[config.mk]
export PLATFORM = sky130hd
export DESIGN_NAME = spi_axi_sequencer
export DESIGN_NICKNAME = d
export VERILOG_FILES = /design/src/rtl/spi_axi_sequencer.sv
export SDC_FILE = /design/constraint.sdc
export NUM_CORES = 1
export LEC_CHECK = 0
export ABC_CLOCK_PERIOD_IN_PS = 1500
export CAP_MARGIN = 5
export CORE_MARGIN = 4
export CORE_UTILIZATION = 29
export DETAILED_ROUTE_END_ITERATION = 8
export PLACE_DENSITY = 0.78
export SETUP_SLACK_MARGIN = 0.4
export SLEW_MARGIN = 20
export SYNTH_ARGS = -nofsm -noshare
export SYNTH_HDL_FRONTEND = slang
export SYNTH_SLANG_ARGS = --single-unit
[constraint.sdc]
create_clock -name aclk -period 1.5 [get_ports aclk]
set_input_delay 0.15 -clock aclk [delete_from_list [all_inputs] [get_ports aclk]]
set_output_delay 0.15 -clock aclk [all_outputs]
set_load 0.02 [all_outputs]
[src/rtl/spi_axi_sequencer.sv]
// Sequences MFRC522 register accesses over an SPI AXI controller using single-beat AXI4 transfers.
// Optional macro SPI_SEQ_TIMEOUT_EN bounds STATUS polling to 1024 reads.
module spi_axi_sequencer #(
  parameter logic [31:0] BASE_ADDR  = 32'h0000_0000,
  parameter logic [7:0]  OFF_CTRL   = 8'h00,
  parameter logic [7:0]  OFF_STATUS = 8'h04,
  parameter logic [7:0]  OFF_ADDR   = 8'h08,
  parameter logic [7:0]  OFF_DIN    = 8'h0C,
  parameter logic [7:0]  OFF_DOUT   = 8'h10,
  parameter int          DONE_BIT   = 0
) (
  input  logic        aclk,
  input  logic        aresetn,
  input  logic        cmd_valid,
  output logic        cmd_ready,
  input  logic        cmd_rw,
  input  logic [5:0]  cmd_addr,
  input  logic [7:0]  cmd_wdata,
  output logic        rsp_valid,
  input  logic        rsp_ready,
  output logic [7:0]  rsp_rdata,
  output logic        rsp_err,
  output logic [3:0]  m_axi_awid,
  output logic [31:0] m_axi_awaddr,
  output logic [7:0]  m_axi_awlen,
  output logic [2:0]  m_axi_awsize,
  output logic [1:0]  m_axi_awburst,
  output logic [3:0]  m_axi_awcache,
  output logic [2:0]  m_axi_awprot,
  output logic        m_axi_awvalid,
  input  logic        m_axi_awready,
  output logic [31:0] m_axi_wdata,
  output logic [3:0]  m_axi_wstrb,
  output logic        m_axi_wlast,
  output logic        m_axi_wvalid,
  input  logic        m_axi_wready,
  input  logic [3:0]  m_axi_bid,
  input  logic [1:0]  m_axi_bresp,
  input  logic        m_axi_bvalid,
  output logic        m_axi_bready,
  output logic [3:0]  m_axi_arid,
  output logic [31:0] m_axi_araddr,
  output logic [7:0]  m_axi_arlen,
  output logic [2:0]  m_axi_arsize,
  output logic [1:0]  m_axi_arburst,
  output logic [3:0]  m_axi_arcache,
  output logic [2:0]  m_axi_arprot,
  output logic        m_axi_arvalid,
  input  logic        m_axi_arready,
  input  logic [3:0]  m_axi_rid,
  input  logic [31:0] m_axi_rdata,
  input  logic [1:0]  m_axi_rresp,
  input  logic        m_axi_rlast,
  input  logic        m_axi_rvalid,
  output logic        m_axi_rready
);

  localparam logic [2:0] S_IDLE    = 3'd0;
  localparam logic [2:0] S_WR_ADDR = 3'd1;
  localparam logic [2:0] S_WR_DIN  = 3'd2;
  localparam logic [2:0] S_WR_CTRL = 3'd3;
  localparam logic [2:0] S_POLL    = 3'd4;
  localparam logic [2:0] S_RD_DOUT = 3'd5;
  localparam logic [2:0] S_RSP     = 3'd6;

  logic [2:0] state;
  logic       rw_q;
  logic [5:0] addr_q;
  logic [7:0] wdata_q;
  logic       b_hs;
  logic       r_hs;
  logic       poll_timeout;

`ifdef SPI_SEQ_TIMEOUT_EN
  logic [9:0] poll_cnt;
  assign poll_timeout = (poll_cnt == 10'h3FF);
`else
  assign poll_timeout = 1'b0;
`endif

  assign b_hs      = m_axi_bvalid & m_axi_bready;
  assign r_hs      = m_axi_rvalid & m_axi_rready;
  assign cmd_ready = (state == S_IDLE);
  assign rsp_valid = (state == S_RSP);

  assign m_axi_awid    = 4'd0;
  assign m_axi_awlen   = 8'd0;
  assign m_axi_awsize  = 3'd2;
  assign m_axi_awburst = 2'b01;
  assign m_axi_awcache = 4'd0;
  assign m_axi_awprot  = 3'd0;
  assign m_axi_wstrb   = 4'hF;
  assign m_axi_wlast   = 1'b1;
  assign m_axi_arid    = 4'd0;
  assign m_axi_arlen   = 8'd0;
  assign m_axi_arsize  = 3'd2;
  assign m_axi_arburst = 2'b01;
  assign m_axi_arcache = 4'd0;
  assign m_axi_arprot  = 3'd0;

  logic unused_inputs;
  assign unused_inputs = ^{m_axi_bid, m_axi_rid, m_axi_rlast, m_axi_rdata};

  // Address and data follow the current step, so a relaunch only needs the valids.
  // NOTE: every always_comb output gets a default first so no latch is inferred.
  always_comb begin
    m_axi_awaddr = BASE_ADDR + {24'd0, OFF_ADDR};
    m_axi_wdata  = {26'd0, addr_q};
    m_axi_araddr = BASE_ADDR + {24'd0, OFF_STATUS};
    case (state)
      S_WR_DIN: begin
        m_axi_awaddr = BASE_ADDR + {24'd0, OFF_DIN};
        m_axi_wdata  = {24'd0, wdata_q};
      end
      S_WR_CTRL: begin
        m_axi_awaddr = BASE_ADDR + {24'd0, OFF_CTRL};
        m_axi_wdata  = 32'h0000_0101 | {30'd0, rw_q, 1'b0};
      end
      S_RD_DOUT: m_axi_araddr = BASE_ADDR + {24'd0, OFF_DOUT};
      default: ;
    endcase
  end

  // NOTE: sequential state uses non-blocking assignments; later assignments in the
  // same cycle deliberately override earlier ones (e.g. relaunch after a drop).
  always_ff @(posedge aclk or negedge aresetn) begin
    if (!aresetn) begin
      state         <= S_IDLE;
      rw_q          <= 1'b0;
      addr_q        <= 6'd0;
      wdata_q       <= 8'd0;
      rsp_rdata     <= 8'd0;
      rsp_err       <= 1'b0;
      m_axi_awvalid <= 1'b0;
      m_axi_wvalid  <= 1'b0;
      m_axi_bready  <= 1'b0;
      m_axi_arvalid <= 1'b0;
      m_axi_rready  <= 1'b0;
`ifdef SPI_SEQ_TIMEOUT_EN
      poll_cnt      <= 10'd0;
`endif
    end else begin
      case (state)
        S_IDLE: begin
          if (cmd_valid) begin
            rw_q          <= cmd_rw;
            addr_q        <= cmd_addr;
            wdata_q       <= cmd_wdata;
            rsp_rdata     <= 8'd0;
            rsp_err       <= 1'b0;
            m_axi_awvalid <= 1'b1;
            m_axi_wvalid  <= 1'b1;
            m_axi_bready  <= 1'b1;
            state         <= S_WR_ADDR;
          end
        end
        S_WR_ADDR, S_WR_DIN, S_WR_CTRL: begin
          if (m_axi_awready) m_axi_awvalid <= 1'b0;
          if (m_axi_wready)  m_axi_wvalid  <= 1'b0;
          if (b_hs) begin
            m_axi_bready  <= 1'b0;
            m_axi_awvalid <= 1'b0;
            m_axi_wvalid  <= 1'b0;
            if (m_axi_bresp != 2'b00) begin
              rsp_err <= 1'b1;
              state   <= S_RSP;
            end else if (state == S_WR_CTRL) begin
              m_axi_arvalid <= 1'b1;
              state         <= S_POLL;
`ifdef SPI_SEQ_TIMEOUT_EN
              poll_cnt      <= 10'd0;
`endif
            end else begin
              m_axi_awvalid <= 1'b1;
              m_axi_wvalid  <= 1'b1;
              m_axi_bready  <= 1'b1;
              state <= (state == S_WR_ADDR && !rw_q) ? S_WR_DIN : S_WR_CTRL;
            end
          end
        end
        S_POLL, S_RD_DOUT: begin
          if (m_axi_arvalid && m_axi_arready) begin
            m_axi_arvalid <= 1'b0;
            m_axi_rready  <= 1'b1;
          end
          if (r_hs) begin
            m_axi_rready <= 1'b0;
            if (m_axi_rresp != 2'b00) begin
              rsp_err <= 1'b1;
              state   <= S_RSP;
            end else if (state == S_RD_DOUT) begin
              rsp_rdata <= m_axi_rdata[7:0];
              state     <= S_RSP;
            end else if (m_axi_rdata[DONE_BIT]) begin
              m_axi_arvalid <= rw_q;
              state         <= rw_q ? S_RD_DOUT : S_RSP;
            end else if (poll_timeout) begin
              rsp_err <= 1'b1;
              state   <= S_RSP;
            end else begin
              // Reissue STATUS right away: no idle cycle between polls.
              m_axi_arvalid <= 1'b1;
`ifdef SPI_SEQ_TIMEOUT_EN
              poll_cnt      <= poll_cnt + 10'd1;
`endif
            end
          end
        end
        S_RSP:   if (rsp_ready) state <= S_IDLE;
        default: state <= S_IDLE;
      endcase
    end
  end

endmodule

==> results.md, run 1 <==
* Failing checks: negative setup slack
* Ys Warns at 0
* Final number of hold-violating endpoints at 0
* Area grow syn2layout at 27.8%
* First-pass GRT wire length at 9790 um
* Placed insts at 484
* Antenna Cells at 0
* Share of the synthesized area in the top cell type at 38.4%
* Synth unique cells at 44
* Std-Cell Rows at 34
* Status: finished with violations
* Pin count of the biggest net entering global routing at 33
* Avg Vias per Cell at 3.84
* Maximum achievable frequency at 589 MHz
* Syn Area/Cell at between 8 and 9 sq um
* Required arrival time at the worst endpoint at 1.35 ns
* Pwr dens at 1960 nW/um^2
* GP Congestion at 0.837
* Main synth FF type: dfrtp_1
* Yosys reg bits at 32
* H-Tree Depth at 2
* Maximum vdd drop at around 0.62 mV
* Worst R2R End: m_axi_arvalid$_DFFE_PN0P_
* Initial Util at 30.4%
* Worst skew pair latency at 0.28 ns
* DP Area at 3190 sq um
* Clk buf depth at 2
* Post-DP HPWL at a little over 5000 um
* Slowest library cell on the worst path: dfrtp_1
* Final worst slack at -0.199 ns
* Final Setup Violations at 31
* Grt total ovfl at 0
* Die width at 104 um
* Routed Wire Length at 6640 um
* Final net count at roughly 460
* Synthesized cell area at 2700 sq um
* Clock skew at around 0.0052 ns
* Synth cell count leaders: buf_4, dfrtp_1, nand2_1
* RSZ-0062 raised after global routing: yes
* Critical Path Sink Type: primary output
* Inserted Clock Buffers at 5
* Most common cell in the netlist: buf_4
* Number of synthesized flops with an enable pin at 0
* Area contributors post-synth: buf_4, dfrtp_1, mux2_1
* Worst reg2reg setup slack at -0.17 ns
* Sink Count at 32
* HP Class: in -> async
* Die ar. at 10900 sq um
* Slowest cell delay on critical path at 0.41 ns
* Vias in the first global route at 1852
* DRC viols at 0
* Synth async-reset ratio at 100%
* PortBufs at 64
* Minimum clock period at between 1.5 and 2 ns
* DR iter-0 viols at 69
* Final Max Slew Viols at 0
* CTS tree: yes
* Antenna viol nets, final at 0
* Max_cap viols at 0
* Crit path DAT at 1.55 ns
* Most used cell, CP: buf_6
* Drt wl/cell at 13.3 um
* Register area share after synthesis at around 30%
* Fin crit share at 113%
* Critical Path Fanout Max at 3
* Worst-path cell chain: buf_6 > nand3b_1 > buf_6 > nor2_1 > a221o_1 > buf_6
* Fin util at 38.8%
* Core area at 8890 sq um
* Yosys top cell by area: buf_4
* Final non-filler cell total at 498
* Via count at 1910
* Detailed-router iteration count before antenna repair at 4
* Root buffer cell: clkbuf_8
* Hold_ws at 0.228 ns
* Mapped Cells at 303
* CP startpoint kind: flip-flop
* Setup TNS at -3.51 ns
* Crit path kind: reg -> out
* Hold Buf Count CTS at 0
* Initial antenna violation count at 0
* R2R Path Start: state[0]$_DFFE_PN0P_
* Worst-path clk slew at 0.07 ns
* Leak at ~0.0017 uW
* Gr usage total at 11.2%
* Io pins at 234
* Fraction of layout cells with a size suffix above 1 at 26.7%
* Die H at 104 um
* Worst R2R Path Depth at 6
* Final Cell Area at 3450 sq um
## placed cells by master, fill, tap and decap left out, drive strengths merged, types with 2 or more instances in the layout
master         Yosys  layout
o31ai              2       2
and3               3       3
and2               2       2
clkbuf             3       7
nor3               4       4
mux2              14      14
dfrtp             32      32
nand3              3       3
conb               2     136
clkdlybuf4s50      0      35
buf              144      49
clkdlybuf4s15      0       4
o21ai             11      11
mux2i              9       9
inv               13      13
or3                3       3
a211oi             2       2
a31oi              2       2
nor4               2       2
a21bo              2       2
dlygate4sd2        0       3
nor2               9       9
a22o               4       4
nand2             19      19
a21oi              2       2
## layer usage
layer / wire length, um / global-route usage, %
met5: 0 / 0
met2: 3560 / 20.3
met4: 133 / 4.18
met3: 575 / 3.04
met1: 2370 / 12.2
## how the worst max path moves through the flow
stage,startpoint,endpoint,slack [ns]
final,state[0]$_DFFE_PN0P_,m_axi_wdata[1],-0.20
after global routing,state[2]$_DFFE_PN0P_,m_axi_wdata[0],-0.26
after CTS,state[2]$_DFFE_PN0P_,m_axi_wdata[1],-0.20
after detailed placement,state[2]$_DFFE_PN0P_,m_axi_wdata[1],-0.35
after global placement,state[2]$_DFFE_PN0P_,m_axi_wdata[0],-0.28
after floorplan,state[1]$_DFFE_PN0P_,m_axi_wdata[1],-0.17
## metrics by stage
stage / total power, uW / setup slack, ns
after floorplan: 4290 / -0.166
after global placement: 5410 / -0.281
after detailed placement: 5540 / -0.353
after CTS: 6570 / -0.201
after global routing: 7190 / -0.263
final: 6750 / -0.199
## area by class of cell
| class | count | area, sq um |
|---|---|---|
| Fill cell | 862 | 5440 |
| Multi-Input combinational cell | 245 | 1460 |
| Timing Repair Buffer | 92 | 900 |
| Sequential cell | 32 | 805 |
| Tap cell | 108 | 135 |
| Clock buffer | 6 | 72.6 |
| Inverter | 13 | 48.8 |
| Clock inverter | 2 | 35.0 |
## cell families (layout without fill, tap and decap cells)
| group | after synthesis | after routing | share of synthesized area [%] |
|---|---|---|---|
| simple gates | 50 | 50 | 9.04 |
| fa+ha+maj | 1 | 1 | 0.371 |
| other cells | 2 | 136 | 0.278 |
| flops | 32 | 32 | 29.7 |
| buf+inv | 160 | 113 | 41.9 |
| compound gates | 34 | 34 | 9.22 |
| mux | 23 | 23 | 9.18 |
| xor+xnor | 1 | 1 | 0.324 |
## critical path, delay by kind of cell (launching register included)
| family | cells | cell delay, ns |
|---|---|---|
| compound gates | 1 | 0.28 |
| simple gates | 2 | 0.17 |
| buf+inv | 3 | 0.41 |
| flops | 1 | 0.41 |
## sequential cells by signal, summed over array words and instances (netlist names)
register,flops
addr_q,6
m_axi_arvalid,1
m_axi_awvalid,1
m_axi_bready,1
m_axi_rready,1
m_axi_wvalid,1
rsp_err,1
rsp_rdata,8
rw_q,1
state,3
wdata_q,8
## repair_timing
item,CTS,global route
endpoints found under the setup margin,61,54
buffers inserted,2,3
cloned,0,1
resized for setup,126,28
pin swaps,7,4
## power by group
| part | switching [uW] | internal (uW) | total (uW) |
|---|---|---|---|
| Sequential | 305 | 1300 | 1600 |
| Combinational | 2250 | 2070 | 4320 |
| Clock | 334 | 493 | 827 |
| Total | 2880 | 3860 | 6750 |
No activity file was read; power rests on OpenSTA's default activity.
==> run 2, diff against run 1 <==
--- a/config.mk
+++ b/config.mk
@@ -10,7 +10,8 @@
 export CORE_MARGIN = 4
 export CORE_UTILIZATION = 29
 export DETAILED_ROUTE_END_ITERATION = 8
-export PLACE_DENSITY = 0.78
+export MAX_ROUTING_LAYER = met4
+export PLACE_DENSITY_LB_ADDON = 0.3
 export SETUP_SLACK_MARGIN = 0.4
 export SLEW_MARGIN = 20
 export SYNTH_ARGS = -nofsm -noshare
==> run 2 against run 1 <==
Against the previous run: the run still ends with negative setup slack left; power grew 8.3%; wire length shrank 3.9%; largest power group unchanged; worst hold slack gained 0.12 ns; utilization grew 2.3 points; clock skew grew 0.0016 ns; combinational power grew 11%; critical path depth shrank 1.
==> results.md, run 2 (synthesized netlist as in run 1, its figures left out) <==
* Sink Count at 32 (unchanged)
* Worst R2R Path Depth at 5 (-1)
* Initial Util at 30.4% (unchanged)
* First-pass GRT wire length at 9080 um (-7.3%)
* Drt wl/cell at 12.5 um (-6.3%)
* Final net count at 471 (+2.8%)
* Post-DP HPWL at 4880 um (-5.3%)
* Final Max Slew Viols at 0 (unchanged)
* Initial antenna violation count at 0 (unchanged)
* Worst R2R End: wdata_q[7]$_DFFE_PN0P_
* Area grow syn2layout at 35.3%
* Io pins at 234 (unchanged)
* Minimum clock period at 1.71 ns (+0.0130 ns)
* Worst skew pair latency at 0.28 ns (about the same)
* Std-Cell Rows at 34 (unchanged)
* Fin crit share at 114% (+0.86 points)
* Via count at 1928 (+0.94%)
* Inserted Clock Buffers at 5 (unchanged)
* Final Setup Violations at 29 (-6.5%)
* Detailed-router iteration count before antenna repair at 4 (unchanged)
* Slowest library cell on the worst path: dfrtp_1
* Failing checks: negative setup slack
* Crit path DAT at 1.56 ns (about the same)
* Antenna viol nets, final at 0 (unchanged)
* Worst-path clk slew at 0.07 ns (about the same)
* Required arrival time at the worst endpoint at 1.35 ns (about the same)
* Maximum achievable frequency at 584 MHz (-0.76%)
* Most frequent cells in the layout: conb_1, clkdlybuf4s50_1, dfrtp_1
* DRC viols at 0 (unchanged)
* Final number of hold-violating endpoints at 0 (unchanged)
* Critical Path Sink Type: primary output
* Critical Path Fanout Max at 3 (unchanged)
* PortBufs at 64 (unchanged)
* Crit path kind: reg -> out
* Clk buf depth at 2 (unchanged)
* Vias in the first global route at 1814 (-2.1%)
* Core area at 8890 sq um (unchanged)
* Slowest cell delay on critical path at 0.42 ns (about the same)
* Clock skew at 0.00682 ns (+0.00163 ns)
* Avg Vias per Cell at 3.77 (-1.6%)
* R2R Path Start: state[1]$_DFFE_PN0P_
* GP Congestion at 0.801 (-4.3%)
* Fraction of layout cells with a size suffix above 1 at 31.5% (+4.8 points)
* CTS tree: yes
* Gr usage total at 10.5% (-0.65 points)
* Worst-path cell chain: nand3b_1 > inv_2 > nor2_4 > a221o_1 > buf_6
* Status: finished with violations
* Fin util at 41.1% (+2.3 points)
* RSZ-0062 raised after global routing: yes
* Pwr dens at 2000 nW/um^2 (+2.2%)
* Biggest regs: rsp_rdata (8), wdata_q (8), addr_q (6)
* Die width at 104 um (unchanged)
* Pin count of the biggest net entering global routing at 21 (-36%)
* HP Class: in -> async
* Die H at 104 um (unchanged)
* Max_cap viols at 0 (unchanged)
* Final worst slack at -0.212 ns (-0.0130 ns)
* Maximum vdd drop at 0.586 mV (-5.7%)
* Leak at 0.00183 uW (+6.0%)
* Root buffer cell: clkbuf_8
* Setup WS pre-CTS at -0.349 ns (+0.00345 ns)
* Leading cell type in the layout, fill and taps excluded: conb_1
* CP startpoint kind: flip-flop
* Routed Wire Length at 6380 um (-3.9%)
* Grt total ovfl at 0 (unchanged)
* Die ar. at 10900 sq um (unchanged)
* Worst reg2reg setup slack at -0.06 ns (+0.11 ns)
* DR iter-0 viols at 98 (+42%)
* Antenna Cells at 0 (unchanged)
* H-Tree Depth at 2 (unchanged)
[run 2: what timing repair did]
item                                    4_1_cts  5_1_grt
gates cloned                                  0        3
setup buffers                                 2       11
hold endpoints to repair                     17        0
hold buffers                                  1        0
pin swaps                                     5       14
resized for setup                           133       52
endpoints found under the setup margin       61       54
[run 2: cell type report]
cell class | count | area (sq um)
clock inverter | 1 | 30.0
multi-input combinational | 245 | 1500
fill | 889 | 5240
tap | 108 | 135
sequential | 32 | 806
clock buffer | 7 | 96.3
timing repair buffer | 105 | 1040
inverter | 13 | 48.8
[run 2: through the flow]
stage               hold slack, ns  std cells  area [sq um]  total power (uW)  setup TNS (ns)
finish                       0.353        511          3650              7310           -1.96
CTS                          0.367        497          3390              6600           -2.35
detailed placement           0.136        486          3190              5500           -5.21
global placement             0.127        486          3190              5460           -4.41
floorplan                   -0.146        437          3320              4290           -1.01
global route                 0.395        511          3650              7770           -4.10
[run 2: per-layer routing]
metal | vias up | GRT usage (%) | wire, um
li1 | 912 | - | -
met1 | 894 | 12.4 | 2630
met2 | 118 | 17.7 | 3180
met3 | 4 | 2.17 | 514
met4 | 0 | 3.70 | 63
met5 | - | - | 0
[run 2: critical path: cells and delay by family (launching register included)]
family	cells	cell delay [ns]
AOI/OAI and AO/OA	1	0.33
DFF	1	0.42
buffers and inverters	2	0.25
and+or+nand+nor	2	0.27
[run 2: how the worst max path moves through the flow]
| stage | depth (start not counted) | from | slack (ns) | endpoint |
|---|---|---|---|---|
| 3_3_place_gp | 5 | state[2]$_DFFE_PN0P_ | -0.33 | m_axi_wdata[1] |
| 3_5_place_dp | 5 | state[2]$_DFFE_PN0P_ | -0.35 | m_axi_wdata[1] |
| 4_1_cts | 5 | state[0]$_DFFE_PN0P_ | -0.18 | m_axi_wdata[1] |
| 5_1_grt | 5 | state[2]$_DFFE_PN0P_ | -0.28 | m_axi_wdata[1] |
| 2_1_floorplan | 5 | state[1]$_DFFE_PN0P_ | -0.17 | m_axi_wdata[1] |
| 6_report | 5 | state[2]$_DFFE_PN0P_ | -0.21 | m_axi_wdata[1] |
[run 2: report_power, final]
group / switching, uW / internal [uW] / leakage (uW)
logic: 2350 / 2430 / 0.00138
clock network: 328 / 586 / 0.0000645
registers: 308 / 1300 / 0.000390
